===== config.mk =====
export PLATFORM = sky130hd
export DESIGN_NAME = instruction_decode
export DESIGN_NICKNAME = d
export VERILOG_FILES = /design/src/rtl/cpu_pkg.sv /design/src/rtl/register_file.sv /design/src/rtl/instruction_decode.sv
export SDC_FILE = /design/constraint.sdc
export NUM_CORES = 2
export LEC_CHECK = 0
export ABC_CLOCK_PERIOD_IN_PS = 2800
export CAP_MARGIN = 20
export CORE_MARGIN = 2
export CORE_UTILIZATION = 45
export CTS_CLUSTER_SIZE = 16
export DETAILED_ROUTE_END_ITERATION = 12
export GPL_TIMING_DRIVEN = 1
export PLACE_DENSITY = 0.64
export SETUP_SLACK_MARGIN = 0.5
export SYNTH_ARGS = -nofsm -noshare
export SYNTH_HDL_FRONTEND = slang
export SYNTH_HIERARCHICAL = 1
export SYNTH_SLANG_ARGS = --single-unit

===== constraint.sdc =====
create_clock -name clk -period 2.8 [get_ports clk]
set_clock_uncertainty 0.05 [all_clocks]
set_input_delay 0.42 -clock clk [delete_from_list [all_inputs] [get_ports clk]]
set_output_delay 0.42 -clock clk [all_outputs]
set_load 0.01 [all_outputs]

===== src/rtl/cpu_pkg.sv =====
// Shared decode constants for the single-cycle decode stage: opcodes, functs,
// ALU operation encodings, register-address width and the control bundle type.
package cpu_pkg;

    localparam int REG_ADDR_W = 5;

    localparam logic [5:0] OP_RTYPE = 6'h00;
    localparam logic [5:0] OP_LW    = 6'h23;
    localparam logic [5:0] OP_SW    = 6'h2B;
    localparam logic [5:0] OP_BEQ   = 6'h04;
    localparam logic [5:0] OP_ADDI  = 6'h08;

    localparam logic [5:0] FN_ADD = 6'h20;
    localparam logic [5:0] FN_SUB = 6'h22;
    localparam logic [5:0] FN_AND = 6'h24;
    localparam logic [5:0] FN_OR  = 6'h25;
    localparam logic [5:0] FN_SLT = 6'h2A;

    localparam logic [3:0] ALU_AND = 4'b0000;
    localparam logic [3:0] ALU_OR  = 4'b0001;
    localparam logic [3:0] ALU_ADD = 4'b0010;
    localparam logic [3:0] ALU_SUB = 4'b0110;
    localparam logic [3:0] ALU_SLT = 4'b0111;

    typedef struct packed {
        logic reg_write;
        logic mem_read;
        logic mem_write;
        logic mem_to_reg;
        logic alu_src;
        logic branch;
    } ctrl_t;

    function automatic logic [31:0] sign_extend16(input logic [15:0] value);
        return {{16{value[15]}}, value};
    endfunction

endpackage


===== src/rtl/register_file.sv =====
// Two async read ports, one sync write port, R0 hardwired to zero, sync reset.
// Optional macro WB_BYPASS_EN forwards a same-cycle write-back onto the reads.
module register_file
    import cpu_pkg::*;
#(
    parameter int DATA_W    = 32,
    parameter int REG_COUNT = 32
) (
    input  logic                  clk,
    input  logic                  reset,
    input  logic [REG_ADDR_W-1:0] read_addr1,
    input  logic [REG_ADDR_W-1:0] read_addr2,
    output logic [DATA_W-1:0]     read_data1,
    output logic [DATA_W-1:0]     read_data2,
    input  logic                  wb_en,
    input  logic [REG_ADDR_W-1:0] wb_addr,
    input  logic [DATA_W-1:0]     wb_data
);

    logic [DATA_W-1:0] regs [REG_COUNT];

    // Reset wins over a coincident write-back, so the write is simply dropped.
    always_ff @(posedge clk) begin
        if (reset) begin
            for (int i = 0; i < REG_COUNT; i++) begin
                regs[i] <= '0;
            end
        end else if (wb_en && (wb_addr != '0)) begin
            regs[wb_addr] <= wb_data;
        end
    end

    function automatic logic [DATA_W-1:0] read_port(input logic [REG_ADDR_W-1:0] addr);
        logic [DATA_W-1:0] value;
        if (addr == '0) begin
            value = '0;
        end else begin
            value = regs[addr];
`ifdef WB_BYPASS_EN
            if (wb_en && (wb_addr == addr)) begin
                value = wb_data;
            end
`endif
        end
        return value;
    endfunction

    assign read_data1 = read_port(read_addr1);
    assign read_data2 = read_port(read_addr2);

endmodule


===== src/rtl/instruction_decode.sv =====
// Decode stage: field split, control generation, sticky illegal flag and the
// register file. Build with WB_BYPASS_EN to forward write-back data to reads.
module instruction_decode
    import cpu_pkg::*;
#(
    parameter int DATA_W    = 32,
    parameter int REG_COUNT = 32
) (
    input  logic                  clk,
    input  logic                  reset,
    input  logic [31:0]           instruction,
    input  logic                  wb_en,
    input  logic [REG_ADDR_W-1:0] wb_addr,
    input  logic [DATA_W-1:0]     wb_data,
    output logic [DATA_W-1:0]     read_data1,
    output logic [DATA_W-1:0]     read_data2,
    output logic [31:0]           imm_ext,
    output logic [REG_ADDR_W-1:0] write_reg,
    output logic                  reg_write,
    output logic                  mem_read,
    output logic                  mem_write,
    output logic                  mem_to_reg,
    output logic                  alu_src,
    output logic                  branch,
    output logic [3:0]            alu_ctrl,
    output logic                  illegal_instr
);

    logic [5:0]            opcode;
    logic [5:0]            funct;
    logic [REG_ADDR_W-1:0] rs;
    logic [REG_ADDR_W-1:0] rt;
    logic [REG_ADDR_W-1:0] rd;
    logic                  unused_shamt;
    ctrl_t                 ctrl;
    logic                  illegal_now;

    assign opcode       = instruction[31:26];
    assign rs           = instruction[25:21];
    assign rt           = instruction[20:16];
    assign rd           = instruction[15:11];
    assign funct        = instruction[5:0];
    assign unused_shamt = ^instruction[10:6];
    assign imm_ext      = sign_extend16(instruction[15:0]);

    always_comb begin
        ctrl        = '0;
        alu_ctrl    = ALU_AND;
        write_reg   = '0;
        illegal_now = 1'b0;
        case (opcode)
            OP_RTYPE: begin
                ctrl.reg_write = 1'b1;
                write_reg      = rd;
                case (funct)
                    FN_ADD:  alu_ctrl = ALU_ADD;
                    FN_SUB:  alu_ctrl = ALU_SUB;
                    FN_AND:  alu_ctrl = ALU_AND;
                    FN_OR:   alu_ctrl = ALU_OR;
                    FN_SLT:  alu_ctrl = ALU_SLT;
                    default: begin
                        illegal_now = 1'b1;
                        ctrl        = '0;
                        write_reg   = '0;
                    end
                endcase
            end
            OP_LW: begin
                ctrl.reg_write  = 1'b1;
                ctrl.mem_read   = 1'b1;
                ctrl.mem_to_reg = 1'b1;
                ctrl.alu_src    = 1'b1;
                write_reg       = rt;
                alu_ctrl        = ALU_ADD;
            end
            OP_SW: begin
                ctrl.mem_write = 1'b1;
                ctrl.alu_src   = 1'b1;
                alu_ctrl       = ALU_ADD;
            end
            OP_BEQ: begin
                ctrl.branch = 1'b1;
                alu_ctrl    = ALU_SUB;
            end
            OP_ADDI: begin
                ctrl.reg_write = 1'b1;
                ctrl.alu_src   = 1'b1;
                write_reg      = rt;
                alu_ctrl       = ALU_ADD;
            end
            default: illegal_now = 1'b1;
        endcase
    end

    assign reg_write  = ctrl.reg_write;
    assign mem_read   = ctrl.mem_read;
    assign mem_write  = ctrl.mem_write;
    assign mem_to_reg = ctrl.mem_to_reg;
    assign alu_src    = ctrl.alu_src;
    assign branch     = ctrl.branch;

    // Sticky until reset so a later legal instruction cannot hide the fault.
    always_ff @(posedge clk) begin
        if (reset) begin
            illegal_instr <= 1'b0;
        end else if (illegal_now) begin
            illegal_instr <= 1'b1;
        end
    end

    register_file #(
        .DATA_W    (DATA_W),
        .REG_COUNT (REG_COUNT)
    ) u_register_file (
        .clk        (clk),
        .reset      (reset),
        .read_addr1 (rs),
        .read_addr2 (rt),
        .read_data1 (read_data1),
        .read_data2 (read_data2),
        .wb_en      (wb_en),
        .wb_addr    (wb_addr),
        .wb_data    (wb_data)
    );

endmodule


==> results.tsv <==
metric	value	unit
Initial Util	0.452	
crit share post-route	1.13	
Critical Path Source Type	flop	
R2R setup slack	2020	ps
sequential area share after synthesis	0.562	
clock buffer depth	3	
cts hold-fix bufs	0	
Synth Register Bits	1025	
Req. time, crit path	2330	ps
Crit Path Category	reg2out	
die area	0.125	mm2
Syn-to-layout area delta	25.1	%
GPL Wtd Cong	0.886	
Critical Path Fanout Max	2	
Num Clock Sinks	1025	
CTS Buf Count	109	
cell-by-cell trace of the critical path	mux4_2 > mux4_2 > o22ai_4 > nor3_4 > buf_6 > buf_6	
RSZ-0062 raised after global routing	yes	
hold-critical path depth	3	
area leader, netlist	edfxtp_1	
GR Overflow Total	0	
Post-synth EDFFs	1024	
Yosys cell types	53	
Fillers	9455	
GRT Total Usage	0.298	
core box area	0.121	mm2
ANT nets after route	0	
I/O Buffers	172	
Yosys warning count	6	
DR DRC count	0	
CP bufs+invs	2	
Setup-failing EPs final	63	
worst-margin pin slew	1000	ps
delay-heaviest family, CP	multiplexers	
cell row count	128	
final core occ	0.565	
Ports	184	
Cell Pwr Density	565	mW/mm2
drt first pass iters	5	
routed vias/inst	6.25	
final period demand of the worst path	3170	ps
FF-to-FF End	illegal_instr$_SDFFE_PP0P_	
Chip Width	353	um
share of layout cells above drive strength 1	0.397	
largest net degree at the start of global routing	58	
Worst-Skew Late Latency	700	ps
Peak VDD IR	0.000483	V
min-delay worst type	in2reg	
antenna violations before repair	11	
CP peak stage delay	560	ps
Fmax	0.315	GHz
Slew headroom	0.329	
final setup margin	-373	ps
CTS tree	built	
CP Capture Type	primary output	
R2R depth	2	
top cells by area, synth	edfxtp_1 (56%), mux4_2 (19%), and2_1 (11%), mux2i_1 (2.7%), clkbuf_1 (1.9%)	
RR Startpoint	illegal_instr$_SDFFE_PP0P_	
Post-synth top flop	edfxtp_1	
critical path arrival	2700	ps
synth cell count leaders	edfxtp_1 (1024), and2_1 (995), mux4_2 (472)	
Hold Vio Cnt, Final	0	
Final TNS setup	-13000	ps
HP Start	reset	
H-Tree Depth	3	
clock slew at the register clock pins of the worst setup and hold paths	60	ps
Avg Cell Area, Syn	15.3	um2
number of global-route vias before repair	36700	
Final Max Slew Viols	0	
Leakage	24.4	nW
total number of vias	36000	
Die Y	353	um
CTS root buffer	clkbuf_16	
Final nets	4112	
outcome	finished with violations	
Cell Area, Synth	0.0548	mm2
Maximum Capacitance Violations	0	
failing checks	negative setup slack	
iteration-0 DRC count of the detailed router	4314	
Syn Inst Count	3575	
post-synth top area share	0.561	
first-pass GRT wire length	265000	um
post-DR wirelength/cell	32.4	um
count leader, synth	edfxtp_1	
Worst path slowest cell	mux4_2	
detailed placement HPWL	123000	um
async set-reset flop share out of synthesis	0	
Post-Route WL	186000	um
Hold EP	illegal_instr$_SDFFE_PP0P_	
==> flip-flops by register name, summed over array words and instances (netlist names) <==
name	count
u_register_file/regs	1024
illegal_instr	1
==> through the flow <==
stage | setup WS, ps | hold WS (ps) | instances | cell area, um2 | power [mW]
floorplan | 380 | 444 | 3606 | 56700 | 21.5
global placement | -853 | 423 | 5506 | 63800 | 24.1
detailed placement | -822 | 434 | 5506 | 63800 | 24.2
CTS | -412 | 197 | 5746 | 68300 | 38.7
global route | -411 | 208 | 5755 | 68500 | 39.7
finish | -373 | 220 | 5758 | 68500 | 38.7
==> metal layers <==
layer  routed length, um  up-vias  part of all wire  GRT usage
met5                  70        -           0.00038          0
met4                8630       12             0.046      0.123
met3               18000      398             0.096     0.0608
met2               87300     2171              0.47      0.473
met1               72500    18600              0.39      0.402
li1                    -    14700                 -          -
==> placed cells by master (no fill, tap or decap), types with 29 or more instances in the layout <==
| cell type | n |
|---|---|
| edfxtp_1 | 1024 |
| and2_1 | 993 |
| mux4_2 | 472 |
| buf_4 | 404 |
| mux2i_1 | 147 |
| buf_12 | 132 |
| clkbuf_16 | 111 |
| clkdlybuf4s50_1 | 71 |
| buf_2 | 64 |
| a2111oi_4 | 53 |
| o22ai_1 | 50 |
| nor3_2 | 49 |
| buf_6 | 48 |
| o22ai_2 | 46 |
| conb_1 | 33 |
| mux2_2 | 29 |
==> layout make-up <==
class                      instances  area (um2)  area share
clock buffer                     133        2860      0.0417
inverter                           3        12.5    0.000183
timing repair buffer             745        7690       0.112
antenna                            3        7.51    0.000110
sequential                      1025       30800       0.449
clock inverter                    68         656     0.00957
multi-input combinational       2156       24500       0.357
tap                             1625        2030      0.0297
==> worst max-delay path by stage <==
| stage | slack, ps | cells after the start | endpoint | from |
|---|---|---|---|---|
| 2_1_floorplan | 380 | 7 | read_data1[25] | instruction[21] |
| 3_3_place_gp | -850 | 9 | read_data2[29] | instruction[17] |
| 3_5_place_dp | -820 | 9 | read_data2[29] | instruction[17] |
| 4_1_cts | -410 | 6 | read_data2[7] | u_register_file/regs[31][7]$_SDFFCE_PN0P_ |
| 5_1_grt | -410 | 6 | read_data2[6] | u_register_file/regs[31][6]$_SDFFCE_PN0P_ |
| 6_report | -370 | 6 | read_data2[6] | u_register_file/regs[31][6]$_SDFFCE_PN0P_ |
==> tightest hold or removal path, stage by stage <==
cell and delay, ps:
buf_4 200, buf_4 230, a221oi_1 60
==> report_power, final <==
part / internal [mW] / switching [mW] / leakage [nW]
Sequential: 17.7 / 0.460 / 9.76
Combinational: 2.89 / 3.10 / 13.0
Clock: 8.27 / 6.27 / 1.71
Total: 28.9 / 9.83 / 24.4
==> logic make-up after synthesis <==
group,Yosys count,share of synthesized area
and+or+nand+nor,1199,0.135
AOI/OAI and AO/OA,270,0.0378
DFF,1025,0.562
muxes,653,0.228
other,2,0.000137
buffers and inverters,425,0.0376
xor gates and xnor gates,1,0.000160
==> timing repair <==
item	in CTS	in global routing
pin swaps	138	30
buffers inserted	35	9
gates resized for setup	521	35
endpoints found under the setup margin	85	76
cloned	4	0
Power figures use the tool's default switching activity.
